$ cat config.mk
export PLATFORM = sky130hd
export DESIGN_NAME = serial_subtract_ctrl_flat
export DESIGN_NICKNAME = d
export VERILOG_FILES = /design/src/rtl/serial_subtract_ctrl_pkg.sv /design/src/rtl/serial_subtract_ctrl_if.sv /design/src/rtl/serial_subtract_ctrl_nibble_sub_bin.sv /design/src/rtl/serial_subtract_ctrl.sv /design/src/flat_wrapper.sv
export SDC_FILE = /design/constraint.sdc
export NUM_CORES = 1
export LEC_CHECK = 0
export ABC_AREA = 1
export CORE_UTILIZATION = 50
export DETAILED_ROUTE_END_ITERATION = 7
export GPL_ROUTABILITY_DRIVEN = 0
export GPL_TIMING_DRIVEN = 0
export PLACE_DENSITY = 0.77
export SYNTH_ARGS = -nofsm -noshare
export SYNTH_HDL_FRONTEND = slang
export SYNTH_HIERARCHICAL = 1
export SYNTH_SLANG_ARGS = --single-unit
$ cat constraint.sdc
create_clock -name clk -period 2.1 [get_ports clk]
set_input_delay 0.525 -clock clk [delete_from_list [all_inputs] [get_ports clk]]
set_output_delay 0.525 -clock clk [all_outputs]
set_load 0.005 [all_outputs]
$ cat src/rtl/serial_subtract_ctrl_pkg.sv
// Shared definitions for the nibble-serial subtractor controller.
// Contents: FSM state encoding, nibble width.
package serial_subtract_ctrl_pkg;

   localparam int unsigned NIB_W = 4;

   // Encoding 2'd3 is unused; the FSM recovers from it to IDLE.
   typedef enum logic [1:0] {
      IDLE = 2'd0,
      RUN  = 2'd1,
      DONE = 2'd2
   } state_t;

endpackage

$ cat src/rtl/serial_subtract_ctrl_if.sv
// Start/result handshake bundle for serial_subtract_ctrl.
// Signals:
//   start_valid / start_ready : operand handshake (requester -> controller)
//   A, B                      : minuend / subtrahend, W = 4*NIBBLES bits
//   DIFF, BORROW              : result, (A-B) mod 2^W and A<B flag
//   done_valid / done_ready   : result handshake (controller -> consumer)
// Modports: master = requester/consumer side, slave = controller side.
interface serial_subtract_ctrl_if #(
   parameter int unsigned NIBBLES = 4
);
   localparam int unsigned W = 4 * NIBBLES;

   logic         start_valid;
   logic         start_ready;
   logic [W-1:0] A;
   logic [W-1:0] B;
   logic [W-1:0] DIFF;
   logic         BORROW;
   logic         done_valid;
   logic         done_ready;

   modport master (
      output start_valid, A, B, done_ready,
      input  start_ready, DIFF, BORROW, done_valid
   );

   modport slave (
      input  start_valid, A, B, done_ready,
      output start_ready, DIFF, BORROW, done_valid
   );
endinterface

$ cat src/rtl/serial_subtract_ctrl_nibble_sub_bin.sv
// 4-bit subtract slice with borrow-in.
// Ports:
//   a, b : 4-bit operands
//   bin  : borrow in
//   d    : (a - b - bin) mod 16
//   bout : borrow out, 1 iff a < b + bin
module nibble_sub_bin
   import serial_subtract_ctrl_pkg::*;
(
   input  logic [NIB_W-1:0] a,
   input  logic [NIB_W-1:0] b,
   input  logic             bin,
   output logic [NIB_W-1:0] d,
   output logic             bout
);

   logic [NIB_W:0] full;

   // One guard bit: a negative result leaves it set, which is exactly the borrow.
   always_comb begin
      full = {1'b0, a} - {1'b0, b} - {{NIB_W{1'b0}}, bin};
      d    = full[NIB_W-1:0];
      bout = full[NIB_W];
   end

endmodule

$ cat src/rtl/serial_subtract_ctrl.sv
// Nibble-serial wide unsigned subtractor controller.
// Computes DIFF = A - B over NIBBLES 4-bit slices, one nibble per clock,
// LSB first, reusing a single borrow-in slice.
// Ports:
//   clk : rising-edge clock
//   rst : synchronous active-high reset
//   bus : serial_subtract_ctrl_if.slave (start/result handshakes, A, B, DIFF, BORROW)
module serial_subtract_ctrl
   import serial_subtract_ctrl_pkg::*;
#(
   parameter int unsigned NIBBLES = 4
) (
   input  logic                  clk,
   input  logic                  rst,
   serial_subtract_ctrl_if.slave bus
);

   localparam int unsigned W  = NIB_W * NIBBLES;
   localparam int unsigned CW = $clog2(NIBBLES + 1);
   localparam logic [CW-1:0] LAST = CW'(NIBBLES - 1);

   state_t          state;
   logic [W-1:0]    a_sh;
   logic [W-1:0]    b_sh;
   logic [CW-1:0]   cnt;
   logic            borrow_reg;
   logic            start_ready;
   logic            done_valid;
   logic [W-1:0]    diff;
   logic            borrow;

   logic [NIB_W-1:0] nib_d;
   logic             nib_bout;

   // Slice always works on the LSB nibble; operands shift down each RUN cycle.
   nibble_sub_bin u_slice (
      .a    (a_sh[NIB_W-1:0]),
      .b    (b_sh[NIB_W-1:0]),
      .bin  (borrow_reg),
      .d    (nib_d),
      .bout (nib_bout)
   );

   always_ff @(posedge clk) begin
      if (rst) begin
         state       <= IDLE;
         a_sh        <= '0;
         b_sh        <= '0;
         cnt         <= '0;
         borrow_reg  <= 1'b0;
         start_ready <= 1'b1;
         done_valid  <= 1'b0;
         diff        <= '0;
         borrow      <= 1'b0;
      end else begin
         case (state)
            IDLE: begin
               if (bus.start_valid && start_ready) begin
                  state       <= RUN;
                  a_sh        <= bus.A;
                  b_sh        <= bus.B;
                  cnt         <= '0;
                  borrow_reg  <= 1'b0;
                  diff        <= '0;
                  start_ready <= 1'b0;
               end
            end

            RUN: begin
               for (int unsigned i = 0; i < NIBBLES; i++) begin
                  if (cnt == CW'(i)) diff[i*NIB_W +: NIB_W] <= nib_d;
               end
               a_sh       <= a_sh >> NIB_W;
               b_sh       <= b_sh >> NIB_W;
               borrow_reg <= nib_bout;
               if (cnt == LAST) begin
                  // Counter stops at LAST so it never wraps.
                  state      <= DONE;
                  borrow     <= nib_bout;
                  done_valid <= 1'b1;
               end else begin
                  cnt <= cnt + 1'b1;
               end
            end

            DONE: begin
               // A concurrent start_valid is not taken here; start_ready is
               // only raised once back in IDLE.
               if (bus.done_ready) begin
                  state       <= IDLE;
                  done_valid  <= 1'b0;
                  start_ready <= 1'b1;
               end
            end

            default: begin
               state       <= IDLE;
               done_valid  <= 1'b0;
               start_ready <= 1'b1;
            end
         endcase
      end
   end

   assign bus.start_ready = start_ready;
   assign bus.done_valid  = done_valid;
   assign bus.DIFF        = diff;
   assign bus.BORROW      = borrow;

endmodule

$ cat src/flat_wrapper.sv
// flat-port wrapper written by rule: the top's interface ports become plain ports
module serial_subtract_ctrl_flat import serial_subtract_ctrl_pkg::*;
#(
   parameter int unsigned NIBBLES = 4
)
  (clk, rst, bus_start_valid, bus_A, bus_B, bus_done_ready, bus_start_ready, bus_DIFF, bus_BORROW, bus_done_valid);
  serial_subtract_ctrl_if #(.NIBBLES(NIBBLES)) bus_i ();
  input  logic clk;
  input  logic rst;
  input wire logic [$bits(bus_i.start_valid)-1:0] bus_start_valid;
  input wire logic [$bits(bus_i.A)-1:0] bus_A;
  input wire logic [$bits(bus_i.B)-1:0] bus_B;
  input wire logic [$bits(bus_i.done_ready)-1:0] bus_done_ready;
  output wire logic [$bits(bus_i.start_ready)-1:0] bus_start_ready;
  output wire logic [$bits(bus_i.DIFF)-1:0] bus_DIFF;
  output wire logic [$bits(bus_i.BORROW)-1:0] bus_BORROW;
  output wire logic [$bits(bus_i.done_valid)-1:0] bus_done_valid;
  assign bus_i.start_valid = bus_start_valid;
  assign bus_i.A = bus_A;
  assign bus_i.B = bus_B;
  assign bus_i.done_ready = bus_done_ready;
  assign bus_start_ready = bus_i.start_ready;
  assign bus_DIFF = bus_i.DIFF;
  assign bus_BORROW = bus_i.BORROW;
  assign bus_done_valid = bus_i.done_valid;
  serial_subtract_ctrl #(.NIBBLES(NIBBLES)) u_core (.clk(clk), .rst(rst), .bus(bus_i));
endmodule
**Yosys cells after proc, flatten, opt, wreduce, memory -nomap -nowiden**

Cells that the tools add are included.

- $add $sub $neg: 3
- Multiply operators: 0
- Divide/modulo/power cells: 0
- $lt $le $gt $ge: 0
- Equal/unequal tests: 12
- Shift operators: 0
- Muxes and demuxes: 24
- Bitwise gates (word level): 2
- Reduce and logical (&&, ||, !) cells: 14

Operators by type and width:

| kind | count |
|---|---|
| 16-bit case mux with 2 select lines | 3 |
| 16-bit two-way mux | 3 |
| 3-bit AND reduction | 8 |
| 4-bit two-way mux | 4 |
| 2-bit by 1-bit != test with 1-bit output (second input constant) | 5 |
| 3-bit by 2-bit equality test with 1-bit output (second input constant) | 2 |
| 2-bit two-way mux | 3 |
| 3-bit two-way mux | 2 |
| 1-bit case mux with 3 select lines | 2 |
| 2-bit case mux with 3 select lines | 1 |
| 3-bit case mux with 2 select lines | 1 |
| 4-bit by 4-bit subtractor with 5-bit output | 1 |
| 5-bit by 1-bit subtractor with 5-bit output | 1 |
| 1-bit two-way mux | 4 |
| 2-bit != test (second input constant) | 2 |
| 2-bit AND reduction | 2 |
| 3-bit by 1-bit adder with 3-bit output (second input constant) | 1 |
| 3-bit by 1-bit equality test with 1-bit output (second input constant) | 1 |
| 3-bit zero test | 1 |
| 2-bit by 1-bit equality test with 1-bit output (second input constant) | 1 |
| 2-bit equality test (second input constant) | 1 |
| 2-bit zero test | 1 |
| 1-bit NOT | 2 |
| 1-bit case mux with 2 select lines | 1 |
| other kinds (2) | 2 |

- Bits in registers: 57
- Latch bits: 0
- Memory bits (writable): 0
- Memory bits (read-only): 0
- Input port bits: 36
- Output and inout bits: 19
- Logic and storage cells: 67
- Memories kept: 0

**Depth between registers and ports, before layout**

- Depth in word-level cells: 4
- Gate-level depth with buffers: 12
- Gate-level depth less buffers: 12

**Modules after synthesis**

Netlist, hierarchy kept.

By module, submodules not included:

| module | times used | cells each | area each (µm²) | seq. area each (µm²) |
|---|---|---|---|---|
| serial_subtract_ctrl | 1 | 414 | 2,801.4 | 1,141.1 |
| nibble_sub_bin | 1 | 35 | 230.2 | 0.0 |

**Least setup slack after synthesis**

OpenSTA, ideal clock, no wires.

- Path kind: register -> register
- Start: reg u_core.b_sh[0]
- End: reg u_core.diff[3], in the netlist u_core/bus.DIFF[3]
- Library setup time: 0.115 ns
- Data arrival time: 1.642 ns
- Data required time: 1.985 ns
- Slack: 0.343 ns
- Stages on the path, launching flop included: 13
- Path buffers: 0
- Clock period less this slack: 1.757 ns
- Path through: dfxtp_1 > inv_1 > fa_1 > inv_1 > ha_1 > o21ai_1 > nand2_1 > nand2_1 > nand2_1 > nand2_1 > inv_1 > a21oi_1 > nor2_1

- Longest elaborated chain between the ends: 4

RTL lines:

| item | RTL line | text |
|---|---|---|
| start, declared | serial_subtract_ctrl.sv:24 | `logic [W-1:0] b_sh;` |
| start signal, assigned | serial_subtract_ctrl.sv:61 | `b_sh <= bus.B;` |
| start signal, assigned | serial_subtract_ctrl.sv:74 | `b_sh <= b_sh >> NIB_W;` |
| 4-bit by 4-bit subtractor with 5-bit output | serial_subtract_ctrl_nibble_sub_bin.sv:21 | `full = {1'b0, a} - {1'b0, b} - {{NIB_W{1'b0}}, bin};` |
| 5-bit by 1-bit subtractor with 5-bit output | serial_subtract_ctrl_nibble_sub_bin.sv:21 |  |
| named net u_core.nib_d[3] | serial_subtract_ctrl.sv:32 | `logic [NIB_W-1:0] nib_d;` |
| 4-bit two-way mux | serial_subtract_ctrl.sv:71 | `if (cnt == CW'(i)) diff[i*NIB_W +: NIB_W] <= nib_d;` |
| 16-bit case mux with 2 select lines | serial_subtract_ctrl.sv:56 | `case (state)` |
| end signal, assigned by index | serial_subtract_ctrl.sv:71 |  |
| end, declared | serial_subtract_ctrl.sv:29 | `logic [W-1:0] diff;` |

The timed path passes the listed nets, and every way through them passes these cells. The select of a mux whose other input is x is not followed.
A chain may end at the register's enable or synchronous reset.

**Worst setup path after layout**

- Start: reg u_core.b_sh[0]
- End: reg u_core.borrow, in the netlist u_core/bus.BORROW

- Longest elaborated chain between the ends: 2

RTL lines:

| item | RTL line | text |
|---|---|---|
| 4-bit by 4-bit subtractor with 5-bit output | serial_subtract_ctrl_nibble_sub_bin.sv:21 |  |
| 5-bit by 1-bit subtractor with 5-bit output | serial_subtract_ctrl_nibble_sub_bin.sv:21 |  |
| named net u_core.nib_bout | serial_subtract_ctrl.sv:33 | `logic nib_bout;` |
| end signal, assigned | serial_subtract_ctrl.sv:79 | `borrow <= nib_bout;` |
| end, declared | serial_subtract_ctrl.sv:30 | `logic borrow;` |

The timed path passes the listed nets, and every way through them passes these cells.

==> flow_summary.rst <==
.. list-table::
   :header-rows: 1

   * - Metric
     - Value
   * - CP Cell Sequence
     - inv_1 > fa_1 > fa_1 > inv_1 > nand2_1 > nand2_1 > nand3b_1 > nand2_1 > nand3_1 > a21oi_1
   * - Critical hold path startpoint
     - u_core/bus.done_valid
   * - Crit Reg-Reg Endpoint
     - u_core/bus.BORROW
   * - Number of antenna violations at the first check in global routing
     - 0
   * - Top-Level Pins
     - 55
   * - Non-filler cells in the finished layout
     - 589
   * - Routed length per instance
     - 11.91 um
   * - Most frequent standard cell in the layout excluding fill and tap cells
     - sky130_fd_sc_hd__nand2_1
   * - Detailed-placement wirelength estimate
     - 5216 um
   * - Distinct cells, synth
     - 27
   * - Worst R2R Path Depth
     - 10
   * - Clock transition at the registers of the reported paths
     - 60 ps
   * - TritonCTS Buffers
     - 9
   * - Setup slack of the most critical reg-to-reg path
     - 170 ps
   * - Die width
     - 79.87 um
   * - CTS tree
     - yes
   * - Initial Utilization
     - 53.42%
   * - Wirelength, routed
     - 7016 um
   * - Via total after detailed routing
     - 2875
   * - Core region area
     - 5675 um^2
   * - Worst-skew pair later-pin latency
     - 340 ps
   * - Area occupied by multi-input gates
     - 1541 um^2
   * - Period utilisation layout
     - 92.05%
   * - Drt initial violations
     - 204
   * - Antenna Violating Nets Remaining
     - 0
   * - Fraction of synthesized cell area taken by the top area cell type
     - 37.64%
   * - Commonest cells after routing, fill and taps aside
     - sky130_fd_sc_hd__nand2_1 (141), sky130_fd_sc_hd__nor2_1 (74), sky130_fd_sc_hd__dfxtp_1 (57)
   * - Maximum VDD drop
     - 0.0004875 V
   * - Post-DR vias/cell
     - 4.881
   * - Area Growth Syn to Fin
     - 27.16%
   * - Crit Reg-Reg Startpoint
     - u_core/b_sh[0]
   * - Site row count
     - 27
   * - Cell types with the largest area share after synthesis
     - sky130_fd_sc_hd__dfxtp_1 (38%), sky130_fd_sc_hd__nand2_1 (17%), sky130_fd_sc_hd__nor2_1 (9.2%)
   * - Number of nets in the finished design
     - 563
   * - Vias in the first global route
     - 2666
   * - Post-Syn Instances
     - 449
   * - Area enclosed by the die boundary
     - 6378 um^2
   * - Buffers from clock root to sink, at most
     - 2
   * - WHS Endpoint
     - u_core/bus.done_valid
   * - Cell count after placement
     - 574
   * - Crit path launch type
     - register
   * - Path type of the worst setup path
     - reg2reg
   * - Filler Cells Inserted
     - 520
   * - Number of iterations in the first detailed-routing pass
     - 4
   * - Leakage
     - 1.817 nW
   * - Worst Hold Depth
     - 2
   * - Total Routing Usage GR
     - 24.66%
   * - Synthesized area per cell
     - 6.752 um^2
   * - Element type at the critical path end
     - register
   * - Transition at the pin with the smallest max-transition slack
     - 590.0 ps
   * - Status
     - finished clean
   * - Unrepaired setup endpoints after global routing
     - false
   * - Clock tree root driver cell
     - sky130_fd_sc_hd__clkbuf_8
   * - Max-slew headroom at the worst pin
     - 60.67%
   * - Pin count of the biggest net entering global routing
     - 11
   * - Adder-Cell Fraction of Synth Area
     - 6.273%
   * - Deepest level of the CTS H-tree
     - 3
   * - Delay of the slowest critical-path stage
     - 440 ps
   * - CP Max Fanout
     - 2
   * - Detailed-route DRC error count
     - 0
   * - Final Hold Fails
     - 0
   * - Synth Area in XOR/XNOR
     - 0.2889%
   * - Cell area after synthesis
     - 3032 um^2
   * - Library cell contributing the largest single delay on the critical path
     - sky130_fd_sc_hd__fa_1
   * - Number of resized instances in the post-cts repair step
     - 0
   * - Number of clock sinks
     - 57
   * - Post-route setup TNS
     - 0 ps
   * - Yosys reg bits
     - 57
   * - Register area share after synthesis
     - 37.64%
   * - Number of warnings reported in the yosys synthesis log
     - 6
   * - Critical path's most frequent cell
     - sky130_fd_sc_hd__nand2_1
   * - Path category of the worst min-delay check
     - reg2reg
   * - Post-CTS setup-driven buffer insertion count
     - 0
   * - Number of endpoints failing setup at the final stage
     - 0
   * - Fraction of the mapped netlist area in compound gates
     - 7.842%
   * - Launch point of the critical path
     - u_core/b_sh[0]
   * - Die Y-Extent
     - 79.87 um
   * - Crit path arrival time
     - 2200 ps
   * - Main combinational cell family by area after synthesis
     - simple AND/OR/NAND/NOR gates
   * - Final slew viol count
     - 0
   * - Portion of netlist area occupied by mux cells
     - 0%
   * - Global-route wire length before repair
     - 11950 um
   * - Simple-gate share of the synthesized area
     - 36.19%
   * - Fraction of final layout cells with drive strength greater than 1
     - 10.25%
   * - Data required, critical path
     - 2370 ps
   * - Register cell area after layout
     - 1141 um^2
   * - Top achievable clock speed
     - 517.3 MHz
   * - Final critical-path required period
     - 1933 ps
   * - Pwr/cell area
     - 833.1 nW/um^2
   * - Cell type contributing the most total cell area after synthesis
     - sky130_fd_sc_hd__dfxtp_1
   * - Worst clock skew
     - 6.505 ps
   * - Max-cap violations
     - 0
   * - GRT overflow
     - 0
   * - Buffers on Ports
     - 53
   * - Number of antenna diodes
     - 0
   * - Number of nets in the synthesized netlist
     - 499
   * - Hold buffer count at CTS
     - 0
## cells in the mapped netlist (all sizes together)
| master | instances |
|---|---|
| nor2 | 77 |
| clkbuf | 7 |
| fa | 2 |
| a21oi | 26 |
| xor2 | 1 |
| o21ai | 17 |
| clkinv | 1 |
| nand3 | 18 |
| dfxtp | 57 |
| buf | 14 |
| nand2 | 152 |
| inv | 52 |
| nand3b | 9 |
| nand4 | 4 |
| ha | 12 |
## per-layer routing
metal / global-route usage [%] / vias to the layer above / part of all wire [%]
met4: 7.679 / 0 / 1.5
met1: 31.47 / 1296 / 47
met5: 0 / - / 0
met3: 7.086 / 9 / 6.3
met2: 40.00 / 75 / 46
li1: - / 1495 / -
## worst max path at each step
stage	to	slack, ps	cells after the start
2_1_floorplan	u_core/bus.DIFF[3]	340	12
3_3_place_gp	u_core/bus.DIFF[4]	170	8
3_5_place_dp	u_core/bus.DIFF[5]	130	8
4_1_cts	u_core/bus.BORROW	170	10
5_1_grt	u_core/bus.DIFF[3]	10	12
6_report	u_core/bus.BORROW	170	10
## critical path: cells and delay by family (launching register included)
family	cells	cell delay (ps)
adders and majority gates	2	860
and+or+nand+nor	5	440
DFF	1	330
AOI/OAI and AO/OA	1	140
buffers and inverters	2	120
## kinds of logic (layout without fill, tap and decap cells)
| logic type | count (synthesis) | after routing |
|---|---|---|
| buffers and inverters | 74 | 142 |
| and+or+nand+nor | 260 | 260 |
| xor gates and xnor gates | 1 | 1 |
| AOI/OAI and AO/OA | 43 | 43 |
| DFF | 57 | 57 |
| adders and majority gates | 14 | 14 |
## metrics by stage
step	power, mW	hold WS (ps)	area (um^2)	setup slack, ps	utilization (%)
after floorplan	1.901	437.3	3032	343.3	-
after global placement	2.167	437.9	3652	171.7	64.35
after detailed placement	2.193	436.3	3652	130.2	64.35
after CTS	3.224	449.5	3847	168.1	67.79
after global routing	3.423	474.6	3855	10.63	67.92
final	3.211	445.3	3855	167.0	67.92
## cell type report
type	count	area share [%]
clock inverter	3	1.039
clock buffer	12	4.025
inverter	53	5.226
tap	72	2.337
sequential	57	29.60
buffer	21	4.025
timing repair buffer	53	13.76
multi-input combinational	318	39.99
## power breakdown
part | switching [mW] | internal [mW] | total, mW
Clock | 0.423 | 0.602 | 1.02
Combinational | 0.520 | 0.409 | 0.929
Sequential | 0.0580 | 1.20 | 1.26
Note: power is estimated with default switching activity, not from simulation.
